## src/rtl/shift_right_seq.sv

```systemverilog
// Multi-cycle right shifter: one bit per clock, logical or arithmetic fill,
// with a registered result, N/Z/C/V flags and a one-cycle done pulse.
module shift_right_seq #(
  parameter int unsigned width = 4
) (
  input  logic             clk,
  input  logic             rst,
  input  logic             start,
  input  logic [width-1:0] a,
  input  logic [width-1:0] b,
  input  logic             arith,
  output logic             busy,
  output logic             done,
  output logic [width-1:0] y,
  output logic             N,
  output logic             Z,
  output logic             C,
  output logic             V
);

  localparam int unsigned CW = $clog2(width + 1);
  localparam logic [width-1:0] B_MAX   = width'(width);
  localparam logic [CW-1:0]    CNT_MAX = CW'(width);

  typedef enum logic [1:0] {IDLE, SHIFT, DONE} state_t;

  state_t           state, state_next;
  logic [width-1:0] work;
  logic [width-1:0] shifted;
  logic [CW-1:0]    cnt;
  logic [CW-1:0]    cnt_init;
  logic             arith_q;

  always_comb begin
    cnt_init = (b >= B_MAX) ? CNT_MAX : CW'(b);
    shifted  = {arith_q ? work[width-1] : 1'b0, work[width-1:1]};
  end

  always_ff @(posedge clk) begin
    if (rst) state <= IDLE;
    else     state <= state_next;
  end

  always_comb begin
    state_next = state;
    case (state)
      IDLE:    if (start) state_next = (cnt_init == '0) ? DONE : SHIFT;
      SHIFT:   if (cnt == CW'(1)) state_next = DONE;
      DONE:    state_next = IDLE;
      default: state_next = IDLE;
    endcase
  end

  always_comb begin
    busy = (state != IDLE);
    done = (state == DONE);
    V    = 1'b0;
  end

  // The carry out is the bit leaving bit 0 on the final shift, so it is
  // taken straight from work[0] when the result is latched.
  always_ff @(posedge clk) begin
    if (rst) begin
      work    <= '0;
      cnt     <= '0;
      arith_q <= 1'b0;
      y       <= '0;
      N       <= 1'b0;
      Z       <= 1'b0;
      C       <= 1'b0;
    end else begin
      case (state)
        IDLE: begin
          if (start) begin
            work    <= a;
            cnt     <= cnt_init;
            arith_q <= arith;
            if (cnt_init == '0) begin
              y <= a;
              N <= a[width-1];
              Z <= (a == '0);
              C <= 1'b0;
            end
          end
        end
        SHIFT: begin
          work <= shifted;
          cnt  <= cnt - CW'(1);
          if (cnt == CW'(1)) begin
            y <= shifted;
            N <= shifted[width-1];
            Z <= (shifted == '0);
            C <= work[0];
          end
        end
        default: ;
      endcase
    end
  end

endmodule
```

## config.mk

```make
export PLATFORM = sky130hd
export DESIGN_NAME = shift_right_seq
export DESIGN_NICKNAME = d
export VERILOG_FILES = /design/src/rtl/shift_right_seq.sv
export SDC_FILE = /design/constraint.sdc
export NUM_CORES = 1
export LEC_CHECK = 0
export CORE_MARGIN = 2
export CORE_UTILIZATION = 47
export DETAILED_ROUTE_END_ITERATION = 7
export PLACE_DENSITY = 0.76
export SYNTH_ARGS = -nofsm -noshare
export SYNTH_HDL_FRONTEND = slang
export SYNTH_SLANG_ARGS = --single-unit
```

## constraint.sdc

```tcl
create_clock -name clk -period 1.75 [get_ports clk]
set_input_delay 0.35 -clock clk [delete_from_list [all_inputs] [get_ports clk]]
set_output_delay 0.35 -clock clk [all_outputs]
set_load 0.005 [all_outputs]
```

==> flow_summary.yaml <==
placed_design:
  io_buffers: 20
  hpwl_mm: 1.32
  place_inst: 130
  placed_area_sq_mm: 0.00107
  gp_congestion: 0.804
finish:
  multi_input_area_sq_um: 470
  final_cell_area_sq_mm: 0.00113
  final_layout_size_suffix_gt1_frac: 0.180
  fillers: 157
  register_area_sq_um: 328
  finalNonFillerCells: 136
  final_common_cell: "clkdlybuf4s50_1"
  area.growth.synth_to_final_pct: 30.3
  layout_common_cells: "clkdlybuf4s50_1, a211oi_1, dfxtp_1"
  nets: 126
  n_antenna_cell: 0
  finalCoreUtilization: 0.654
critical_path:
  worst_path_max_delay_cell: "clkdlybuf4s50_1"
  cp-end-kind: "primary output"
  cp_slowest_stage_delay_ns: 0.50
  path_class: "flip-flop to primary output"
  cp_data_required_time_ns: 1.40
  arrival_ns: 1.26
  reg2reg_depth: 5
  crit_path_start_kind: "flip-flop"
  worstPathCellList: "nor2b_1, clkdlybuf4s50_1"
  cp_max_fo: 3
logic_synthesis:
  synth_ff_type: "dfxtp_1"
  synth-seq-area-share: 0.370
  syn_area_per_cell_sq_um: 9.62
  synthesis.nets: 104
  yosysWarningCount: 0
  synthDistinctLibCells: 35
  synth-seq-cells: 16
  syn_inst: 90
  syn-cell-area_sq_um: 866
  synth-async-reset-ratio: 0
  synth_edf_count: 0
cts:
  hold_buffers: 0
  numCtsBuffers: 3
  cts_tree: "yes"
  clock-sinks: 16
  clk_pin_slew_worst_paths_ns: 0.09
  insertion_delay_ns: 0.29
  cts_root_buffer: "clkbuf_4"
  htreeDepth: 1
  cts_buffer_depth: 2
hold_path:
  hp-class: "flip-flop to flip-flop"
  hold_depth: 2
detailed_routing:
  route.final.wire_length_mm: 1.74
  drtPass1Iterations: 4
  drc_errors: 0
  wl_per_cell_um: 12.8
  drt_iter0_drc: 12
  vias: 745
  vias_per_cell: 5.48
  ant_nets: 0
power:
  vdd_ir_drop_max_v: 0.000503
  cellPowerDensity_mw_per_mm2: 765
  total_leakage_power_nw: 0.435
floorplanning:
  io_pins: 22
  start_util: 0.501
  die_h_um: 46.9
  dieArea_sq_mm: 0.00220
  die_w_um: 46.9
  row_count: 15
  core_area_sq_mm: 0.00173
timing:
  fin_skew_ns: 0.00665
  fmax_ghz: 0.620
  min_period_ns: 1.61
  rsz0062_at_grt: "no"
  finalHoldViolations: 0
  setup_viol_count_final: 0
  fin_crit_sh: 0.921
  slew_viol_final: 0
global_route:
  grt_remaining_overflow: 0
  first_global_vias: 649
  grt_antenna_before_repair: 0
  grt_pass1_wl_mm: 2.85
  grt_max_degree: 12
  grt_usage: 0.188
run_status:
  status: "complete, no violations"
flow_run:
  maxCapViolations: 0
## per-stage QoR
stage	TNS [ns]	worst slack (ns)	total power [mW]	hold slack (ns)
after floorplan	0	0.432	0.549	0.432
after global placement	-0.00807	-0.00807	0.618	0.449
after detailed placement	-0.0683	-0.0624	0.624	0.449
after CTS	0	0.0241	0.873	0.463
after global routing	0	0.0904	0.911	0.490
final	0	0.138	0.864	0.457
## logic make-up after synthesis
group                      count (synthesis)  share of synthesized area
AOI/OAI and AO/OA                         27                      0.241
adders and majority gates                  2                     0.0289
buffers and inverters                     13                     0.0867
DFF                                       16                      0.370
muxes                                      3                     0.0347
other                                      1                    0.00433
and+or+nand+nor                           28                      0.234
## cell usage after synthesis, drive strengths merged (2+ instances only)
| cell | count | area, sq um |
|---|---|---|
| dfxtp | 16 | 320 |
| a211oi | 15 | 113 |
| buf | 7 | 52.5 |
| nor2 | 6 | 22.5 |
| inv | 4 | 15.0 |
| a21oi | 3 | 15.0 |
| mux2i | 3 | 30.0 |
| nand2 | 3 | 11.3 |
| nand2b | 3 | 26.3 |
| nand3 | 3 | 15.0 |
| nor2b | 3 | 18.8 |
| clkbuf | 2 | 7.51 |
| ha | 2 | 25.0 |
| nor4 | 2 | 27.5 |
| o21ai | 2 | 10.0 |
| or3b | 2 | 17.5 |
## routing by layer
layer	share of wire	wire length, um	global-route usage
met4	0.013	22	0.0944
met5	0	0	0
met1	0.43	752	0.242
met2	0.49	849	0.285
met3	0.066	114	0.0577
## power by group
group | internal, mW | leakage (nW) | switching [mW]
Clock | 0.127 | 0.0210 | 0.117
Sequential | 0.392 | 0.133 | 0.0187
Combinational | 0.111 | 0.281 | 0.0979
## path summary, 6_finish.rpt
kind | slack (ns) | startpoint | end
worst min register to register | 0.46 | arith_q | arith_q
worst min-delay path | 0.46 | arith_q | arith_q
worst max-delay path | 0.14 | state[1] | done
worst max register to register | 0.27 | state[0] | cnt[2]
## state kept, by name (all words and copies together), names as in the netlist
signal / count
C: 1
cnt: 3
y: 4
Z: 1
work: 4
state: 2
arith_q: 1
## critical path: cells and delay by family, from the launching register on
| kind | cells | cell delay, ns |
|---|---|---|
| flip-flops | 1 | 0.36 |
| AND/OR/NAND/NOR | 1 | 0.11 |
| buffers and inverters | 1 | 0.50 |
## area by class of cell
class	instances	area share
timing repair buffer	26	0.220
tap	25	0.0277
sequential	16	0.290
multi-input combinational	61	0.417
clock buffer	4	0.0322
inverter	4	0.0133
## timing repair
item                       in CTS  in global routing
resized for setup               4                  1
gates cloned                    0                  0
setup endpoints to repair       2                  1
setup buffers                   2                  0
Power figures use the tool's default switching activity.
